**src/rtl/priority_code_decoder.sv**
```systemverilog
// rtl/priority_code_decoder.sv - priority code legality check, binary index conversion, result FIFO
//
// Decodes the (N+1)-bit priority code word into {idx, none, err}. Each accepted
// word is queued in a DEPTH-entry valid/ready FIFO for downstream logic.
//
// Ports:
//   clk        in   clock, all state on rising edge
//   reset      in   asynchronous active-high reset
//   in_code    in   priority code word (bit k = input k-1 highest, bit 0 = none)
//   in_valid   in   in_code presented this cycle
//   in_ready   out  FIFO has room (count < DEPTH)
//   out_idx    out  binary index of the head entry
//   out_none   out  head entry came from the "no input set" code
//   out_err    out  head entry came from an illegal (not one-hot) code
//   out_valid  out  FIFO head is valid
//   out_ready  in   consumer takes the head entry
//   count      out  entries currently held (0..DEPTH)
//   err_clr    in   clears err_cnt (only with PRIO_DEC_ERRCNT_EN)
//   err_cnt    out  saturating count of accepted illegal words (only with PRIO_DEC_ERRCNT_EN)
//
// Optional feature macro: PRIO_DEC_ERRCNT_EN
module priority_code_decoder #(
    parameter  int N     = 6,
    parameter  int DEPTH = 4,
    localparam int IW    = $clog2(N + 1),
    localparam int CW    = $clog2(DEPTH) + 1
) (
    input  logic          clk,
    input  logic          reset,
    input  logic [N:0]    in_code,
    input  logic          in_valid,
    output logic          in_ready,
    output logic [IW-1:0] out_idx,
    output logic          out_none,
    output logic          out_err,
    output logic          out_valid,
    input  logic          out_ready,
    output logic [CW-1:0] count
`ifdef PRIO_DEC_ERRCNT_EN
    ,
    input  logic          err_clr,
    output logic [7:0]    err_cnt
`endif
);

    localparam int PW = $clog2(DEPTH);
    localparam int EW = IW + 2;
    localparam logic [IW:0] ONE_BIT = 1;

    logic [EW-1:0] r_mem [DEPTH];
    logic [PW-1:0] r_wr_ptr;
    logic [PW-1:0] r_rd_ptr;
    logic [CW-1:0] r_count;
    logic [IW-1:0] r_out_idx;
    logic          r_out_none;
    logic          r_out_err;

    logic [IW:0]   w_ones;
    logic [IW-1:0] w_hi;
    logic          w_none;
    logic          w_err;
    logic [EW-1:0] w_entry;
    logic          w_in_ready;
    logic          w_push;
    logic          w_pop;
    logic [PW-1:0] w_rd_next;
    logic [CW-1:0] w_cnt_next;
    logic [EW-1:0] w_head_next;

    // Population count and highest set bit; a zero code leaves w_hi at 0.
    always_comb begin
        w_ones = '0;
        w_hi   = '0;
        for (int k = 0; k <= N; k++) begin
            if (in_code[k]) begin
                w_ones = w_ones + ONE_BIT;
                w_hi   = IW'(k);
            end
        end
    end

    assign w_none  = (in_code == (N + 1)'(1));
    assign w_err   = (w_ones != ONE_BIT);
    assign w_entry = {w_hi, w_none, w_err};

    assign w_in_ready = (r_count < CW'(DEPTH));
    assign w_push     = in_valid & w_in_ready;
    assign w_pop      = (r_count != '0) & out_ready;
    assign w_rd_next  = r_rd_ptr + PW'(w_pop);
    assign w_cnt_next = r_count + CW'(w_push) - CW'(w_pop);

    // Next head: when the FIFO is (or is draining to) empty and a word arrives,
    // that word bypasses storage into the output register; otherwise the
    // stored entry at the next read pointer becomes the head.
    always_comb begin
        w_head_next = {r_out_idx, r_out_none, r_out_err};
        if (w_cnt_next != '0) begin
            if (w_push && (r_count == CW'(w_pop))) begin
                w_head_next = w_entry;
            end else begin
                w_head_next = r_mem[w_rd_next];
            end
        end
    end

    always_ff @(posedge clk or posedge reset) begin
        if (reset) begin
            r_wr_ptr   <= '0;
            r_rd_ptr   <= '0;
            r_count    <= '0;
            r_out_idx  <= '0;
            r_out_none <= 1'b0;
            r_out_err  <= 1'b0;
        end else begin
            r_wr_ptr   <= r_wr_ptr + PW'(w_push);
            r_rd_ptr   <= w_rd_next;
            r_count    <= w_cnt_next;
            r_out_idx  <= w_head_next[EW-1:2];
            r_out_none <= w_head_next[1];
            r_out_err  <= w_head_next[0];
        end
    end

    // Storage needs no reset: entries are only read once count covers them.
    always_ff @(posedge clk) begin
        if (w_push) begin
            r_mem[r_wr_ptr] <= w_entry;
        end
    end

    assign in_ready  = w_in_ready;
    assign out_valid = (r_count != '0);
    assign out_idx   = r_out_idx;
    assign out_none  = r_out_none;
    assign out_err   = r_out_err;
    assign count     = r_count;

`ifdef PRIO_DEC_ERRCNT_EN
    logic [7:0] r_err_cnt;

    // Clear takes precedence over a same-cycle increment; saturates at 255.
    always_ff @(posedge clk or posedge reset) begin
        if (reset) begin
            r_err_cnt <= '0;
        end else if (err_clr) begin
            r_err_cnt <= '0;
        end else if (w_push && w_err && (r_err_cnt != 8'hFF)) begin
            r_err_cnt <= r_err_cnt + 8'd1;
        end
    end

    assign err_cnt = r_err_cnt;
`endif

endmodule

```
**config.mk**
```make
export PLATFORM = sky130hd
export DESIGN_NAME = priority_code_decoder
export DESIGN_NICKNAME = d
export VERILOG_FILES = /design/src/rtl/priority_code_decoder.sv
export SDC_FILE = /design/constraint.sdc
export NUM_CORES = 1
export LEC_CHECK = 0
export ABC_AREA = 1
export CORE_UTILIZATION = 50
export DETAILED_ROUTE_END_ITERATION = 6
export GPL_ROUTABILITY_DRIVEN = 0
export HOLD_SLACK_MARGIN = 0.15
export PLACE_DENSITY = 0.83
export SYNTH_ARGS = -nofsm -noshare
export SYNTH_HDL_FRONTEND = slang
export SYNTH_SLANG_ARGS = --single-unit
```
**constraint.sdc**
```tcl
create_clock -name clk -period 2.4 [get_ports clk]
set_input_delay 0.36 -clock clk [delete_from_list [all_inputs] [get_ports clk]]
set_output_delay 0.36 -clock clk [all_outputs]
set_load 0.005 [all_outputs]
```
==> results of run 1 <==
[area by class of cell]
class / instances / share of cell area [%]
multi-input cells: 135 / 35.3
flip-flops and latches: 32 / 31.2
repair buffers: 86 / 24.8
inverters: 33 / 4.84
well taps: 46 / 1.99
clock buffers: 6 / 1.43
clock inverters: 2 / 0.433
[what timing repair did]
action / 4_1_cts / 5_1_grt
setup endpoints to repair: 9 / 9
endpoints found under the hold margin: 0 / 0
buffers inserted: 36 / 4
gates cloned: 1 / 0
pin swaps: 16 / 25
gates resized for setup: 32 / 30
[worst paths after layout]
path                             start     endpoint  slack (ps)
hold / removal                   reset  r_wr_ptr[0]         320
setup reg to reg              count[0]   out_idx[0]        -180
max in group asynchronous        reset     count[1]        1720
setup / recovery            in_code[1]      out_err        -830
min in group clk           r_wr_ptr[1]  r_wr_ptr[1]         560
hold reg to reg            r_wr_ptr[1]  r_wr_ptr[1]         560
[cell usage after synthesis]
library cell | n | area share, %
nor3_2 | 1 | 0.55
nand3_2 | 1 | 0.55
nand3_1 | 19 | 5.3
clkinv_1 | 1 | 0.21
nand2_2 | 4 | 1.4
clkbuf_1 | 1 | 0.21
ha_1 | 11 | 7.6
fa_1 | 1 | 1.1
o31ai_1 | 1 | 0.41
xnor2_2 | 1 | 0.90
o211ai_1 | 1 | 0.41
a31oi_1 | 3 | 1.0
o21ai_0 | 3 | 0.83
or3_1 | 1 | 0.35
xor2_1 | 2 | 0.97
o21ai_1 | 1 | 0.28
dfrtp_1 | 12 | 17
o31ai_4 | 1 | 1.2
or2_2 | 2 | 0.69
nor3_1 | 5 | 1.4
nor2_1 | 13 | 2.7
nand3b_1 | 1 | 0.41
nand4_1 | 1 | 0.35
nand2_1 | 52 | 11
or2_0 | 1 | 0.35
inv_1 | 27 | 5.6
inv_2 | 5 | 1.0
a21oi_1 | 3 | 0.83
o221ai_1 | 1 | 0.48
and2_1 | 1 | 0.35
a21oi_2 | 1 | 0.48
buf_6 | 1 | 0.62
edfxtp_1 | 20 | 33
xnor2_1 | 2 | 0.97
[state kept, by name, indices dropped and copies added (netlist names)]
register,count
r_wr_ptr,2
out_idx,3
out_err,1
count,3
r_mem,20
r_rd_ptr,2
out_none,1
[kinds of logic (layout without fill, tap and decap cells)]
logic type      Yosys count  after routing  share of synthesized area [%]
simple gates            102            103                           25.1
buf+inv                  35            127                           7.67
flops                    32             32                           49.8
compound gates           15             15                           5.94
fa+ha+maj                12             12                           8.71
xor+xnor                  5              5                           2.83
[through the flow]
stage,util [%],setup TNS [ps]
2_1_floorplan,-,-4990
3_3_place_gp,70.2,-10240
3_5_place_dp,70.2,-11230
4_1_cts,82.4,-4520
5_1_grt,85.3,-5300
6_report,85.3,-4590
[worst register-to-register path: cells and delay by family (launching register included)]
kind | cells | cell delay (ps)
compound gates | 2 | 240
xor+xnor | 2 | 350
fa+ha+maj | 3 | 690
buf+inv | 3 | 160
flops | 1 | 410
simple gates | 3 | 640
[layer usage]
metal / part of all wire (%) / GRT usage (%) / wire length (um) / vias to the layer above
li1: - / - / - / 844
met1: 36 / 33.9 / 2100 / 885
met2: 54 / 55.5 / 3140 / 101
met3: 6.2 / 5.70 / 361 / 24
met4: 4.4 / 20.3 / 257 / 0
met5: 0 / 0 / 0 / -
[power by group]
| group | internal, mW | switching [mW] |
|---|---|---|
| Sequential | 0.764 | 0.0911 |
| Clock | 0.113 | 0.195 |
| Combinational | 0.988 | 1.01 |
| Total | 1.86 | 1.29 |
==> flow_summary.yaml, run 1 <==
logic_synthesis:
  ys.warnings.count: 0
  ys_ff_latch: 32
  ys_types: 34
  synthCells: 201
  netlist_area_um2: 1810
  ys_seq_area_share_pct: 49.8
  syn_nets: 224
  syn_area_per_cell_um2: 9.01
worst_hold_path:
  holdCritPathClass: "primary input to async pin"
power_and_ir_drop:
  p_leak_nw: 1.34
  total_power_mw: 3.16
  vdd_drop_max_mv: 0.504
  powerDensity_nw_per_um2: 1090
cts:
  hold_buffers: 0
  clockBufferDepth: 2
  cts_root_buf: "clkbuf_4"
  htreeDepth: 2
  cts_sinks: 32
  clock_latency_ps: 350
  path_clk_slew_ps: 110
  cts_buffers: 5
  cts_tree: "done"
placed_design:
  dp_hpwl_um: 2810
  io_buffers: 20
  dpl_worst_slack_ps: -1790
  place_area_um2: 2380
  dp_cells: 297
timing:
  fin_crit_sh_pct: 135
  fin_worst_skew_ps: 9.55
  timing.final.ws_setup_ps: -835
  finalHoldViolCount: 0
  tightest_slew_ps: 598
  final.min_clock_period_ps: 3230
  slew_viol_final: 0
  hold_slack_ps: 319
  max_freq_mhz: 309
  rsz0062_at_grt: "true"
  max-slew-margin-rel_pct: 59.8
  finalSetupViolCount: 9
setup_path:
  reg2reg_depth: 13
  worstPathMaxFanout: 5
  path_buf_inv: 6
  crit_arrival_ps: 3470
  path_class: "primary input to register"
  crit_path_end_kind: "register"
  cp-start-kind: "primary input"
  crit_top_cell: "ha_4"
  cp_top_family: "simple AND/OR/NAND/NOR gates"
  cpPeakStageDelay_ps: 270
  cp_slowest_cell: "ha_4"
  worstPathRequired_ps: 2640
  cp.depth: 27
finish:
  final_common_cell: "buf_4"
  diodes: 0
  area_delta_synth_final_pct: 59.8
  drive_gt1_share_pct: 48.6
  multiInputGateArea_um2: 1020
  seqCellArea_um2: 902
  layout.cells.non_filler: 340
  nets: 316
  fillers: 173
  final_cell_mix: "buf_4, nand2_1, edfxtp_1"
  post-route-cell-area_um2: 2890
drt:
  first_pass_iters: 5
  vias: 1854
  drc_errors: 0
  drtIter0Drc: 87
  wl_per_cell_um: 17.2
  wirelength_um: 5860
  viasPerCell: 5.45
  postRouteAntennaNets: 0
global_route:
  grt_usage_pct: 31.2
  grt_pass1_wl_um: 9050
  grt_overflow: 0
  grt_pass1_vias: 1887
  grt_start_max_net_pins: 13
  antenna_found_initial: 0
die:
  start_util_pct: 53.4
  die_y_um: 62.2
  ios: 21
  die_w_um: 62.2
  core_area_um2: 3390
  rows: 21
  die_area_um2: 3870
run:
  drv_cap: 0
outcome:
  status: "finished with violations"
  violations: "setup timing"
Note: power is estimated with default switching activity, not from simulation.
==> run 2: changes to the inputs <==
- ABC_AREA: 1 -> not set
==> run 2 against run 1 <==
  * The flow still finishes with violations (setup timing)
  * Area after synthesis decreased by 2.3%
  * Combinational power decreased by 15%
  * Largest power group unchanged
  * Sequential cell count unchanged
  * Core utilization decreased by 6.9 points
  * Critical endpoint unchanged
  * Global-route usage decreased by 7.3 points
  * Worst hold slack improved by 21 ps
  * Cell count decreased by 25%
  * Design area decreased by 8.8%
==> flow_summary.yaml, run 2 <==
power_and_ir_drop:
  total_power_mw: 2.96
  powerDensity_nw_per_um2: 1120
  p_leak_nw: 1.11
  vdd_drop_max_mv: 0.951
logic_synthesis:
  synth_edf_count: 20
  synth_ff_type: "edfxtp_1"
  ys_seq_area_share_pct: 51.0
  syn_nets: 168
  netlist_area_um2: 1770
  synthCells: 145
  synth-async-reset-ratio_pct: 37.5
  yosysMostFrequentCell: "edfxtp_1"
  synthTopCellsByArea: "edfxtp_1, dfrtp_1, ha_1, mux4_2, inv_1"
  netlist_top_cells_count: "edfxtp_1, inv_1, nand2_1, dfrtp_1, ha_1"
  synth.largest_area_cell: "edfxtp_1"
  ys.warnings.count: 0
  ys_ff_latch: 32
  yosysTopAreaCellShare_pct: 34.0
  syn_area_per_cell_um2: 12.2
  ys_types: 41
finish:
  final_common_cell: "buf_4"
  fillers: 216
  largest-register: "r_mem"
  largest_reg_flops: 20
  area_delta_synth_final_pct: 49.3
  final_cell_mix: "buf_4, edfxtp_1, clkdlybuf4s50_1"
  diodes: 0
  drive_gt1_share_pct: 45.5
  nets: 231
  post-route-cell-area_um2: 2640
  utilization_pct: 78.5
timing:
  rsz0062_at_grt: "true"
  fin_worst_skew_ps: 3.85
  finalSetupViolCount: 9
  tightest_slew_ps: 522
  fin_crit_sh_pct: 144
  tns_ps: -6810
  final.min_clock_period_ps: 3460
  max_freq_mhz: 289
  slew_viol_final: 0
  max-slew-margin-rel_pct: 64.9
  timing.final.ws_setup_ps: -1060
  finalHoldViolCount: 0
setup_path:
  crit_arrival_ps: 3680
  path_cells: "buf_12 -> inv_12 -> ha_4 -> xnor2_4 -> inv_2 -> ha_4 -> nand2_4 -> o21ai_2 -> ha_1 -> nand2_1 -> o221a_2 -> inv_2 -> ha_4 -> mux2_4 -> ha_4 -> nand2_4 -> xor2_4 -> nor4_2 -> a41oi_1 -> a211o_1 -> o2bb2ai_2"
  cp_slowest_cell: "a211o_1"
  r2r_end: "out_err"
  crit_top_cell: "ha_4"
  path_class: "primary input to register"
  worstPathRequired_ps: 2620
  critPathLaunch: "in_code[1]"
  crit_path_end_kind: "register"
  rr_startpoint: "count[0]"
  worstPathMaxFanout: 5
  reg2reg_depth: 12
  reg2reg_slack_ps: -450
  cp-start-kind: "primary input"
  cpPeakStageDelay_ps: 410
cts:
  clock_latency_ps: 330
  cts_buffers: 5
  clockBufferDepth: 2
  cts_sinks: 32
  hold_buffers: 0
  htreeDepth: 2
  path_clk_slew_ps: 100
  cts_root_buf: "clkbuf_4"
  cts_tree: "done"
drt:
  first_pass_iters: 6
  viasPerCell: 5.36
  wirelength_um: 4160
  drc_errors: 0
  postRouteAntennaNets: 0
  drtIter0Drc: 54
  wl_per_cell_um: 16.3
  vias: 1366
global_route:
  use_met1_pct: 26.2
  antenna_found_initial: 0
  grt_use_met3_pct: 5.46
  grt_busiest_layer: "met2"
  grt_overflow: 0
  grt_pass1_vias: 1391
  grt_pass1_wl_um: 6320
  grt_start_max_net_pins: 13
  grt_use_met2_pct: 44.4
  grt_usage_pct: 24.0
placed_design:
  dp_hpwl_um: 2900
  place_area_um2: 2350
  io_buffers: 20
run:
  drv_cap: 0
die:
  core_area_um2: 3360
  ios: 21
  die_area_um2: 3780
  start_util_pct: 52.6
  die_w_um: 61.5
  rows: 21
  die_y_um: 61.5
worst_hold_path:
  holdCritPathClass: "primary input to async pin"
outcome:
  status: "finished with violations"
  violations: "setup timing"
-- run 2: changes by cell type in the layout (fill, tap and decap cells not counted), moves of 7 or more --
cell	change
buf_4	-26
inv_1	-7
inv_2	-8
nand2_1	-27
nand2_2	-13
nand3_1	-12
-- run 2: worst max-delay path: cells and delay by family --
kind	cells	cell delay [ps]
AND/OR/NAND/NOR	4	500
buffers and inverters	4	250
XOR/XNOR	2	250
adder cells (fa/ha/maj)	5	1150
multiplexers	1	280
AO/OA/AOI/OAI	5	910
-- run 2: metrics by stage --
stage | hold slack (ps) | cells | setup slack (ps)
floorplan | 225 | 145 | -1140
global placement | 497 | 238 | -1750
detailed placement | 502 | 238 | -1910
CTS | 352 | 254 | -1160
global route | 394 | 255 | -1180
finish | 340 | 255 | -1060
-- run 2: repair_timing --
item,CTS,global route
setup buffers,8,2
resized for setup,25,20
endpoints found under the setup margin,9,9
pin swaps,14,10
-- run 2: cell families after synthesis --
family / count (synthesis) / synth area share, %
flip-flops: 32 / 51.0
buffers and inverters: 20 / 4.39
AND/OR/NAND/NOR: 42 / 11.5
multiplexers: 10 / 9.98
AO/OA/AOI/OAI: 18 / 7.15
adder cells (fa/ha/maj): 12 / 8.92
XOR/XNOR: 11 / 7.08
-- run 2: how the worst max path moves through the flow --
| stage | cells after the start | endpoint |
|---|---|---|
| floorplan | 19 | r_mem[0][0] |
| global placement | 21 | r_mem[0][0] |
| detailed placement | 21 | r_mem[0][0] |
| CTS | 21 | r_mem[3][0] |
| global route | 21 | out_err |
| finish | 21 | out_err |
-- run 2: where the power goes --
| part | leakage (nW) | total [mW] | switching [mW] | internal [mW] |
|---|---|---|---|---|
| combinational | 0.738 | 1.69 | 0.745 | 0.941 |
| clock | 0.0497 | 0.419 | 0.184 | 0.235 |
| sequential | 0.320 | 0.856 | 0.0893 | 0.766 |
| total | 1.11 | 2.96 | 1.02 | 1.94 |
-- run 2: layer usage --
metal / vias to the layer above / wire length, um
li1: 637 / -
met1: 663 / 1590
met2: 56 / 2260
met3: 10 / 199
met4: 0 / 106
met5: - / 0
-- run 2: cell type report --
class,instances,area [um^2],area share [%]
Clock buffer,8,90.1,3.41
Inverter,16,72.6,2.75
Timing Repair Buffer,60,514,19.5
Multi-Input combinational cell,93,1000,38.0
Sequential cell,32,902,34.2
Tap cell,46,57.6,2.18
==> patch, RTL diff (config.mk and constraints of run 1) <==
The parameter `N` goes from 6 to 7.
--- a/src/rtl/priority_code_decoder.sv
+++ b/src/rtl/priority_code_decoder.sv
@@ -22,3 +22,3 @@
 module priority_code_decoder #(
-    parameter  int N     = 6,
+    parameter  int N     = 7,
     parameter  int DEPTH = 4,
Ports: changed (resized in_code); port bits go from 21 to 22. The function was not compared with the original's and may differ.
==> patch against run 1 <==
- the flow still finishes with violations (negative setup slack)
- worst setup slack lost 0.23 ns
- combinational power rose by 3%
- total power grew 8.9%
- design area is 9.2% higher
- non-clock buffer count shrank 1
- wire length rose by 22%
- maximum frequency is 6.6% lower
- global-route usage increased by 1.9 points
- synthesized area is 12% higher
- sequential power about the same
- die area is 11% higher
- sequential cell count did not move
- critical endpoint is now r_mem[3][0]$_DFFE_PP_
- largest power group unchanged
- highest routed layer unchanged
==> patch: results (changes against run 1) <==
stage,metric,value,unit,change
timing,worstMarginPinSlew,0.5242,ns,was 0.5976 ns
power,ir_drop,0.001172,V,was 0.0005041 V
drt,wl_met2,3629,um,was 3143 um
place,port_buffers,21,,was 20
finish,final_area,3159,um2,was 2893 um2
global_route,grt_pass1_vias,2176,,was 1887
global_route,globalRouteMet2Util,0.5928,,was 0.5549
status,run_status,"finished, violations left",,unchanged
global_route,gr-usage-met1,0.3765,,was 0.3390
setup_path,critical_path_arrival,3.48,ns,was 3.47 ns
setup_path,regToRegSetupSlack,-0.23,ns,was -0.18 ns
status,failed_checks,negative setup slack,,unchanged
clock_tree,cts_setup_buffers,20,,was 36
drt,via_per_inst,5.723,,was 5.453
clock_tree,cts.clk_slew.worst_paths,0.07,ns,was 0.11 ns
timing,setup_viol,9,,unchanged
finish,fin_cells,376,,was 340
place,placed_area,2700,um2,was 2379 um2
timing,clock_skew,0.008299,ns,was 0.009553 ns
power,leakagePower,0.001470,uW,was 0.001341 uW
setup_path,r2r_cells,14,,was 13
setup_path,rr_endpoint,out_err$_DFFE_PP0P_,,was out_idx[0]$_DFFE_PP0P_
timing,finalWorstSetupSlack,-1.062,ns,was -0.8346 ns
setup_path,cpLargestDelayFamily,adder cells,,was simple AND/OR/NAND/NOR gates
drt,drtIter0Drc,317,,was 87
global_route,grt_util_met3,0.07465,,was 0.05699
logic_synthesis,yosysSeqAreaShare,0.4455,,was 0.4976
global_route,gr-usage-all-layers,0.3317,,was 0.3123
place,place_ws,-2.081,ns,was -1.788 ns
[patch: cell types whose count changed after synthesis, moves of 2 or more]
cell	delta
inv_1	+6
a21oi_1	+3
nand3_2	+4
nand3b_1	+2
nand2_2	+14
[patch: through the flow]
step,TNS [ns],hold slack (ns)
2_1_floorplan,-6.617,0.2246
4_1_cts,-5.217,0.4154
6_report,-5.897,0.3998
3_3_place_gp,-11.79,0.5081
3_5_place_dp,-12.36,0.5190
5_1_grt,-6.622,0.4255
[patch: cell type report]
cell class | count | area share
repair buffers | 85 | 0.2230
flip-flops and latches | 32 | 0.2855
clock inverters | 2 | 0.01109
well taps | 48 | 0.01901
multi-input cells | 164 | 0.3850
clock buffers | 6 | 0.02297
inverters | 39 | 0.05347
[patch: worst max-delay path by stage]
stage | start | depth (start not counted) | slack, ns | to
finish | in_code[1] | 25 | -1.06 | r_mem[3][0]$_DFFE_PP_
global route | in_code[1] | 25 | -1.15 | r_mem[3][0]$_DFFE_PP_
CTS | in_code[1] | 26 | -0.97 | r_mem[3][0]$_DFFE_PP_
detailed placement | in_code[1] | 26 | -2.08 | r_mem[2][0]$_DFFE_PP_
global placement | in_code[1] | 26 | -1.99 | r_mem[3][0]$_DFFE_PP_
floorplan | in_code[1] | 25 | -1.25 | r_mem[0][0]$_DFFE_PP_
[patch: power breakdown]
part           total (uW)  internal, uW  switching, uW
registers             856           761           94.5
logic                2060          1000           1060
clock network         522           308            213
[patch: kinds of logic after synthesis]
kind of cell             share of synthesized area
AND/OR/NAND/NOR                             0.3150
buffers and inverters                      0.08044
flip-flops                                  0.4455
AO/OA/AOI/OAI                              0.06189
adder cells (fa/ha/maj)                    0.08416
XOR/XNOR                                   0.01300
